$ cat src/rtl/tank_city_pkg.sv
// Types shared by the wall table, the overlap comparator and the query arbiter.
package tank_city_pkg;

    localparam int TILE_SHIFT = 4;
    localparam int COORD_W    = 6;
    localparam int PIX_W      = 10;

    typedef struct packed {
        logic [COORD_W-1:0] xcoord;
        logic [COORD_W-1:0] ycoord;
        logic [COORD_W-1:0] xsize;
        logic [COORD_W-1:0] ysize;
        logic               valid;
    } wall_entry_t;

    typedef enum logic [1:0] {IDLE, SCAN, RESP} arb_state_t;

endpackage

$ cat src/rtl/wall_overlap.sv
// Converts one wall entry from tiles to pixels and tests it against a query
// rectangle; end points are carried in PIX_W+1 bits so nothing wraps.
module wall_overlap
    import tank_city_pkg::*;
(
    input  wall_entry_t      entry_i,
    input  logic [PIX_W-1:0] qx_i,
    input  logic [PIX_W-1:0] qy_i,
    input  logic [PIX_W-1:0] qw_i,
    input  logic [PIX_W-1:0] qh_i,
    output logic             hit_o
);

    logic [PIX_W-1:0] wx, wy, ww, wh;
    logic [PIX_W:0]   wx_end, wy_end, qx_end, qy_end;
    logic             nonempty;

    assign wx = PIX_W'(entry_i.xcoord) << TILE_SHIFT;
    assign wy = PIX_W'(entry_i.ycoord) << TILE_SHIFT;
    assign ww = PIX_W'(entry_i.xsize)  << TILE_SHIFT;
    assign wh = PIX_W'(entry_i.ysize)  << TILE_SHIFT;

    assign wx_end = {1'b0, wx}   + {1'b0, ww};
    assign wy_end = {1'b0, wy}   + {1'b0, wh};
    assign qx_end = {1'b0, qx_i} + {1'b0, qw_i};
    assign qy_end = {1'b0, qy_i} + {1'b0, qh_i};

    // Degenerate rectangles can still satisfy the strict compares, so reject them explicitly.
    assign nonempty = entry_i.valid && (ww != '0) && (wh != '0) &&
                      (qw_i != '0) && (qh_i != '0);

    assign hit_o = nonempty &&
                   ({1'b0, qx_i} < wx_end) && ({1'b0, wx} < qx_end) &&
                   ({1'b0, qy_i} < wy_end) && ({1'b0, wy} < qy_end);

endmodule

$ cat src/rtl/wall_collision_arbiter.sv
// Wall table owner: round-robin arbitration of overlap queries, each scanning
// the table one entry per cycle through a single shared comparator.
module wall_collision_arbiter
    import tank_city_pkg::*;
#(
    parameter  int NUM_WALLS = 16,
    parameter  int NUM_REQ   = 4,
    localparam int IW        = $clog2(NUM_WALLS),
    localparam int RW        = $clog2(NUM_REQ)
)(
    input  logic                          clk_i,
    input  logic                          rst_i,
    input  logic                          wr_en_i,
    input  logic [IW-1:0]                 wr_idx_i,
    input  logic [COORD_W-1:0]            wr_xcoord_i,
    input  logic [COORD_W-1:0]            wr_ycoord_i,
    input  logic [COORD_W-1:0]            wr_xsize_i,
    input  logic [COORD_W-1:0]            wr_ysize_i,
    input  logic                          clr_en_i,
    input  logic [IW-1:0]                 clr_idx_i,
    input  logic [NUM_REQ-1:0]            req_i,
    input  logic [NUM_REQ-1:0][PIX_W-1:0] q_x_i,
    input  logic [NUM_REQ-1:0][PIX_W-1:0] q_y_i,
    input  logic [NUM_REQ-1:0][PIX_W-1:0] q_w_i,
    input  logic [NUM_REQ-1:0][PIX_W-1:0] q_h_i,
    output logic [NUM_REQ-1:0]            ack_o,
    output logic                          hit_o,
    output logic [IW-1:0]                 hit_idx_o,
    output logic                          busy_o
);

    wall_entry_t      table_q [NUM_WALLS];
    arb_state_t       state_q, state_d;
    logic [RW-1:0]    rr_q, rr_d, id_q, id_d;
    logic [IW-1:0]    idx_q, idx_d, hit_idx_q, hit_idx_d;
    logic             hit_q, hit_d;
    logic [PIX_W-1:0] qx_q, qx_d, qy_q, qy_d, qw_q, qw_d, qh_q, qh_d;
    logic             gnt_vld;
    logic [RW-1:0]    gnt_id;
    logic [RW:0]      cand;
    logic             ovl_hit;

    // Write beats clear when both target the same entry.
    always_ff @(posedge clk_i or posedge rst_i) begin
        if (rst_i) begin
            for (int i = 0; i < NUM_WALLS; i++) table_q[i] <= '0;
        end else begin
            for (int i = 0; i < NUM_WALLS; i++) begin
                if (wr_en_i && wr_idx_i == IW'(i))
                    table_q[i] <= '{xcoord: wr_xcoord_i, ycoord: wr_ycoord_i,
                                    xsize:  wr_xsize_i,  ysize:  wr_ysize_i,
                                    valid:  1'b1};
                else if (clr_en_i && clr_idx_i == IW'(i))
                    table_q[i].valid <= 1'b0;
            end
        end
    end

    // First requester at or after rr_q, wrapping around.
    always_comb begin
        gnt_vld = 1'b0;
        gnt_id  = '0;
        cand    = '0;
        for (int k = 0; k < NUM_REQ; k++) begin
            cand = {1'b0, rr_q} + (RW+1)'(k);
            if (cand >= (RW+1)'(NUM_REQ)) cand = cand - (RW+1)'(NUM_REQ);
            if (!gnt_vld && req_i[cand[RW-1:0]]) begin
                gnt_vld = 1'b1;
                gnt_id  = cand[RW-1:0];
            end
        end
    end

    wall_overlap u_ovl (
        .entry_i (table_q[idx_q]),
        .qx_i    (qx_q),
        .qy_i    (qy_q),
        .qw_i    (qw_q),
        .qh_i    (qh_q),
        .hit_o   (ovl_hit)
    );

    always_comb begin
        state_d   = state_q;
        rr_d      = rr_q;
        id_d      = id_q;
        idx_d     = idx_q;
        hit_d     = hit_q;
        hit_idx_d = hit_idx_q;
        qx_d      = qx_q;
        qy_d      = qy_q;
        qw_d      = qw_q;
        qh_d      = qh_q;
        case (state_q)
            IDLE: begin
                if (gnt_vld) begin
                    id_d    = gnt_id;
                    qx_d    = q_x_i[gnt_id];
                    qy_d    = q_y_i[gnt_id];
                    qw_d    = q_w_i[gnt_id];
                    qh_d    = q_h_i[gnt_id];
                    idx_d   = '0;
                    state_d = SCAN;
                end
            end
            SCAN: begin
                if (ovl_hit) begin
                    hit_d     = 1'b1;
                    hit_idx_d = idx_q;
                    state_d   = RESP;
                end else if (idx_q == IW'(NUM_WALLS-1)) begin
                    hit_d     = 1'b0;
                    hit_idx_d = '0;
                    state_d   = RESP;
                end else begin
                    idx_d = idx_q + IW'(1);
                end
            end
            RESP: begin
                rr_d    = (id_q == RW'(NUM_REQ-1)) ? '0 : id_q + RW'(1);
                state_d = IDLE;
            end
            default: state_d = IDLE;
        endcase
    end

    always_ff @(posedge clk_i or posedge rst_i) begin
        if (rst_i) begin
            state_q   <= IDLE;
            rr_q      <= '0;
            id_q      <= '0;
            idx_q     <= '0;
            hit_q     <= 1'b0;
            hit_idx_q <= '0;
            qx_q      <= '0;
            qy_q      <= '0;
            qw_q      <= '0;
            qh_q      <= '0;
        end else begin
            state_q   <= state_d;
            rr_q      <= rr_d;
            id_q      <= id_d;
            idx_q     <= idx_d;
            hit_q     <= hit_d;
            hit_idx_q <= hit_idx_d;
            qx_q      <= qx_d;
            qy_q      <= qy_d;
            qw_q      <= qw_d;
            qh_q      <= qh_d;
        end
    end

    always_comb begin
        ack_o = '0;
        if (state_q == RESP) ack_o[id_q] = 1'b1;
    end

    assign hit_o     = hit_q;
    assign hit_idx_o = hit_idx_q;
    assign busy_o    = (state_q != IDLE);

endmodule

$ cat config.mk
export PLATFORM = sky130hd
export DESIGN_NAME = wall_collision_arbiter
export DESIGN_NICKNAME = d
export VERILOG_FILES = /design/src/rtl/tank_city_pkg.sv /design/src/rtl/wall_overlap.sv /design/src/rtl/wall_collision_arbiter.sv
export SDC_FILE = /design/constraint.sdc
export NUM_CORES = 1
export LEC_CHECK = 0
export CAP_MARGIN = 20
export CORE_UTILIZATION = 30
export DETAILED_ROUTE_END_ITERATION = 10
export PLACE_DENSITY = 0.47
export SLEW_MARGIN = 20
export SYNTH_ARGS = -nofsm -noshare
export SYNTH_HDL_FRONTEND = slang
export SYNTH_SLANG_ARGS = --single-unit
$ cat constraint.sdc
create_clock -name clk_i -period 19.7 [get_ports clk_i]
set_input_delay 3.94 -clock clk_i [delete_from_list [all_inputs] [get_ports clk_i]]
set_output_delay 3.94 -clock clk_i [all_outputs]
set_load 0.02 [all_outputs]
### Word-level counts from Yosys, hierarchy flattened

Index checks and enable logic that the tools add are counted.

| word-level totals | value |
|---|---|
| output and inout port bits | 10 |
| register bits | 455 |
| input bits | 200 |

| cells by class | value |
|---|---|
| order comparisons | 16 |
| reduce and logical (&&, ||, !) cells | 77 |
| multiplexer cells | 79 |
| bitwise gates (word level) | 1 |
| add/subtract/negate cells | 13 |
| eq/ne operators | 38 |

Operator list:

| cell | number |
|---|---|
| $bmux W25 S4 | 1 |
| $bmux W10 S2 | 4 |
| $eq A4 B4 Y1 const B | 17 |
| $mux W25 | 2 |
| $add A10 B10 Y11 | 4 |
| $logic_and A1 B1 Y1 | 44 |
| $lt A10 B11 Y1 | 4 |
| $mux W1 | 43 |
| $mux W10 | 4 |
| $reduce_bool A10 Y1 | 4 |
| $reduce_bool A2 Y1 | 19 |
| $eq A4 B3 Y1 const B | 8 |
| $mux W2 | 12 |
| $mux W4 | 6 |
| $lt A2 B3 Y1 const B | 6 |
| $eq A4 B2 Y1 const B | 4 |
| $ge A3 B3 Y1 const B | 3 |
| $bmux W1 S2 | 4 |
| $eq A4 B1 Y1 const B | 2 |
| $logic_not A4 Y1 | 2 |
| $pmux W4 S2 | 1 |
| $sub A2 B1 Y2 const B | 4 |
| $add A2 B2 Y3 const B | 2 |
| $ne A2 B2 Y1 const B | 3 |
| other kinds (16) | 21 |

### Depth between registers and ports, before layout

| depth | value |
|---|---|
| depth in word-level cells | 16 |
| depth in mapped cells | 23 |
| gate-level depth less buffers | 18 |

### Modules after synthesis

A second synthesis with hierarchy kept.

| second synthesis, totals | value |
|---|---|
| cell total of the unflattened synthesis | 1,593 |
| area, all modules | 23,078.4 um2 |

By module, submodules not included:

| module | cells each | instances | area an instance (um2) |
|---|---|---|---|
| wall_collision_arbiter | 1,365 | 1 | 21,242.9 |
| wall_overlap | 228 | 1 | 1,835.5 |

### Worst setup path after synthesis

No wires, ideal clock.

| timing | value |
|---|---|
| path type | input -> register |
| start | in wr_idx_i[2] |
| end | reg table_q[311] (netlist name) |
| stages | 5 |
| library setup time | 0.125 ns |
| arrival | 5.380 ns |
| path buffers | 2 |
| setup slack | 14.196 ns |
| cell sequence | nor3b_1 nor2b_1 clkbuf_1 clkbuf_1 mux2_2 |

| on the way | value |
|---|---|
| cells in the longest elaborated chain, start to end | 2 |

RTL lines:

| element | RTL line | text |
|---|---|---|
| start: declaration | wall_collision_arbiter.sv:14 | `input logic [IW-1:0] wr_idx_i,` |
| $eq A4 B2 Y1 | wall_collision_arbiter.sv:49 | `if (wr_en_i && wr_idx_i == IW'(i))` |
| $logic_and A1 B1 Y1 | wall_collision_arbiter.sv:49 |  |
| end signal: indexed assignment | wall_collision_arbiter.sv:50 | `table_q[i] <= '{xcoord: wr_xcoord_i, ycoord: wr_ycoord_i,` |
| end: declaration | wall_collision_arbiter.sv:32 | `wall_entry_t table_q [NUM_WALLS];` |

No other way between the ends.
A chain may end at the register's enable or synchronous reset.

### Worst setup path in the final report

| timing | value |
|---|---|
| start | reg state_q[0] |
| end | out ack_o[3] |

| on the way | value |
|---|---|
| cells in the longest elaborated chain, start to end | 2 |

RTL lines:

| element | RTL line | text |
|---|---|---|
| start: declaration | wall_collision_arbiter.sv:33 | `arb_state_t state_q, state_d;` |
| start signal: assignment | wall_collision_arbiter.sv:140 | `state_q <= state_d;` |
| $eq A2 B2 Y1 | wall_collision_arbiter.sv:155 | `if (state_q == RESP) ack_o[id_q] = 1'b1;` |
| $mux W4 | wall_collision_arbiter.sv:155 |  |
| end: declaration | wall_collision_arbiter.sv:26 | `output logic [NUM_REQ-1:0] ack_o,` |

No other way between the ends.

==> impl_metrics.yaml <==
outcome:
  status: "complete, no violations"
power:
  p_leak_uw: 0.0118
  power_uw: 4230
  powerDensity_nw_per_um2: 150
  vdd_ir_drop_max_uv: 90.7
routing:
  drtIter0Drc: 875
  ant_nets: 0
  drt-pass1-iter-count: 4
  totalWireLength_um: 65000
  avgRoutedWirePerCell_um: 21.2
  vias: 15300
  drt_drc_violations_left: 0
  vias_per_cell: 4.98
global_routing:
  gr-total-overflow: 0
  grt_pass1_vias: 16000
  grt_max_degree: 159
  grt_pass1_wl_um: 99700
  grt_use_total_pct: 16.8
  antenna_found_initial: 3
place:
  placed_area_sq_um: 26300
  place.gp.congestion: 0.808
  place_inst: 2965
  hpwl_um: 40400
  pre_cts_slack_ns: 12.81
  port_buffers: 209
worst_setup_path:
  cp.required_ns: 15.76
  reg2reg_to: "idx_q[2]"
  worstSetupStartpointType: "flop"
  crit_arrival_ns: 2.27
  r2r_cells: 17
  cp_max_fo: 7
  end_kind: "output port"
  cp-startpoint: "state_q[0]"
  r2r_slack_ns: 13.83
  critical_path_class: "flop to output port"
  r2r-start: "idx_q[0]"
yosys:
  synth_area_sq_um: 23100
  ys.flop_type: "dfrtp_1"
  synth_warnings: 0
  synth.distinct_cells: 56
  synth_seq_cells: 455
  synth.avg_cell_area_sq_um: 12.6
  synth_top_area_share_pct: 49.4
  netlist_top_cells_area: "dfrtp_1 (49%), mux2_2 (19%), mux4_2 (11%)"
  synth.largest_area_cell: "dfrtp_1"
  synthCells: 1828
  seq_area_frac_synth_pct: 49.4
  syn-num-nets: 2091
  synth_edf_count: 0
  synthArstFlopShare_pct: 100
clocking:
  numCtsBuffers: 53
  clock-sinks: 455
  cts_tree: "yes"
  clockRootBuffer: "clkbuf_16"
  post_cts_buffers: 0
  cts_resized: 0
  clk_pin_slew_ns: 0.07
  cts_buffer_depth: 3
  cts_hold_buf: 0
  h-tree-depth: 2
  clkLatencyLatePin_ns: 0.60
finish:
  stdcell_count: 3068
  mostFrequentLayoutCells: "dfrtp_1 (452), mux2_2 (385), clkdlybuf4s50_1 (209)"
  nFillCells: 7339
  final_common_cell: "dfrtp_1"
  final_area_sq_um: 28200
  final_nets: 2254
  drive_above_1_share_pct: 31.9
  synthToLayoutAreaGrowth_pct: 22.3
sta:
  fmaxAchievable_mhz: 161
  slew_viol_final: 0
  hold_viol_final: 0
  period_minus_slack_ns: 6.21
  setup_slack_ns: 13.49
  setup_viol: 0
  min_period_over_period_pct: 31.5
  grt_setup_unrepaired: "false"
  max_slew_margin_pct: 32.7
  tns_ns: 0
  skew_ns: 0.0180
  worst_pin_slew_ns: 1.01
flow_run:
  maxCapViolCount: 0
hold_path:
  hp-class: "flop to flop"
  hold_path_end: "hit_o"
  hp-start: "hit_o"
  whs_path_depth: 1
floorplan:
  start_util_pct: 30.4
  dieArea_sq_um: 78000
  die_x_um: 279
  rows: 101
  core_sq_um: 75900
  io_pins: 210
  die_h_um: 279
==> routing by layer <==
layer | up-vias | track usage, % | part of all wire, %
li1 | 6949 | - | -
met5 | - | 0 | 0.020
met4 | 2 | 4.72 | 2.2
met1 | 7900 | 23.4 | 47
met3 | 100 | 2.96 | 4.7
met2 | 320 | 26.9 | 46
==> cells in the mapped netlist (all sizes together), types with 3 or more instances <==
| cell type | instances |
|---|---|
| nand3b | 6 |
| mux4 | 117 |
| nor2 | 153 |
| buf | 30 |
| or2 | 3 |
| nor3b | 4 |
| a22oi | 16 |
| ha | 59 |
| o21bai | 6 |
| or3 | 3 |
| fa | 4 |
| dfrtp | 455 |
| nor4 | 9 |
| inv | 17 |
| xnor2 | 12 |
| nor2b | 7 |
| and2 | 5 |
| a21oi | 25 |
| nand3 | 51 |
| nor3 | 3 |
| nand2 | 159 |
| clkbuf | 102 |
| o21a | 3 |
| a21o | 8 |
| nand2b | 15 |
| a211oi | 7 |
| o21ai | 126 |
| xor2 | 9 |
| mux2 | 385 |
==> report_power, final <==
part / switching, uW / total, uW / leakage [uW] / internal, uW
sequential: 189 / 1370 / 0.00557 / 1180
clock: 398 / 1040 / 0.000935 / 641
combinational: 923 / 1820 / 0.00529 / 897
==> state kept, by name (all words and copies together) (netlist names) <==
register,flops
id_q,2
state_q,2
qx_q,10
qw_q,10
table_q,400
hit_o,1
qy_q,10
rr_q,2
idx_q,4
hit_idx_o,4
qh_q,10
==> how the worst max path moves through the flow <==
stage                         endpoint  slack [ns]  cells past startpoint
after floorplan           hit_idx_o[0]        3.08                      1
after detailed placement    table_q[8]       12.81                      4
after CTS                     ack_o[0]       13.40                      3
after global placement     table_q[52]       12.90                      4
after global routing          ack_o[0]       13.38                      3
final                         ack_o[3]       13.49                      3
==> logic make-up after synthesis <==
kind of cell / share of synthesized area, %
mux: 30.3
compound gates: 5.37
flops: 49.4
xor+xnor: 0.798
fa+ha+maj: 3.55
buf+inv: 2.69
simple gates: 7.95
==> final cells by class <==
| type | instances | area (sq um) | area share, % |
|---|---|---|---|
| flip-flops and latches | 455 | 11400 | 40.4 |
| multi-input cells | 1224 | 11200 | 39.6 |
| repair buffers | 240 | 2370 | 8.42 |
| clock buffers | 84 | 1700 | 6.01 |
| well taps | 1030 | 1290 | 4.57 |
| clock inverters | 16 | 196 | 0.697 |
| inverters | 17 | 71.3 | 0.253 |
| diodes | 2 | 5.00 | 0.0178 |
==> through the flow <==
| step | utilization (%) | hold WS [ns] |
|---|---|---|
| 2_1_floorplan | - | 0.456 |
| 3_3_place_gp | 34.6 | 0.467 |
| 3_5_place_dp | 34.6 | 0.473 |
| 4_1_cts | 37.1 | 0.486 |
| 5_1_grt | 37.1 | 0.512 |
| 6_report | 37.1 | 0.481 |
==> worst max-delay path, stage by stage (launching register included) <==
cell and delay (ns):
dfrtp_1 0.41, nor2b_1 0.43, and2_1 0.20, clkdlybuf4s50_1 0.63
(Power assumes the default switching activity.)
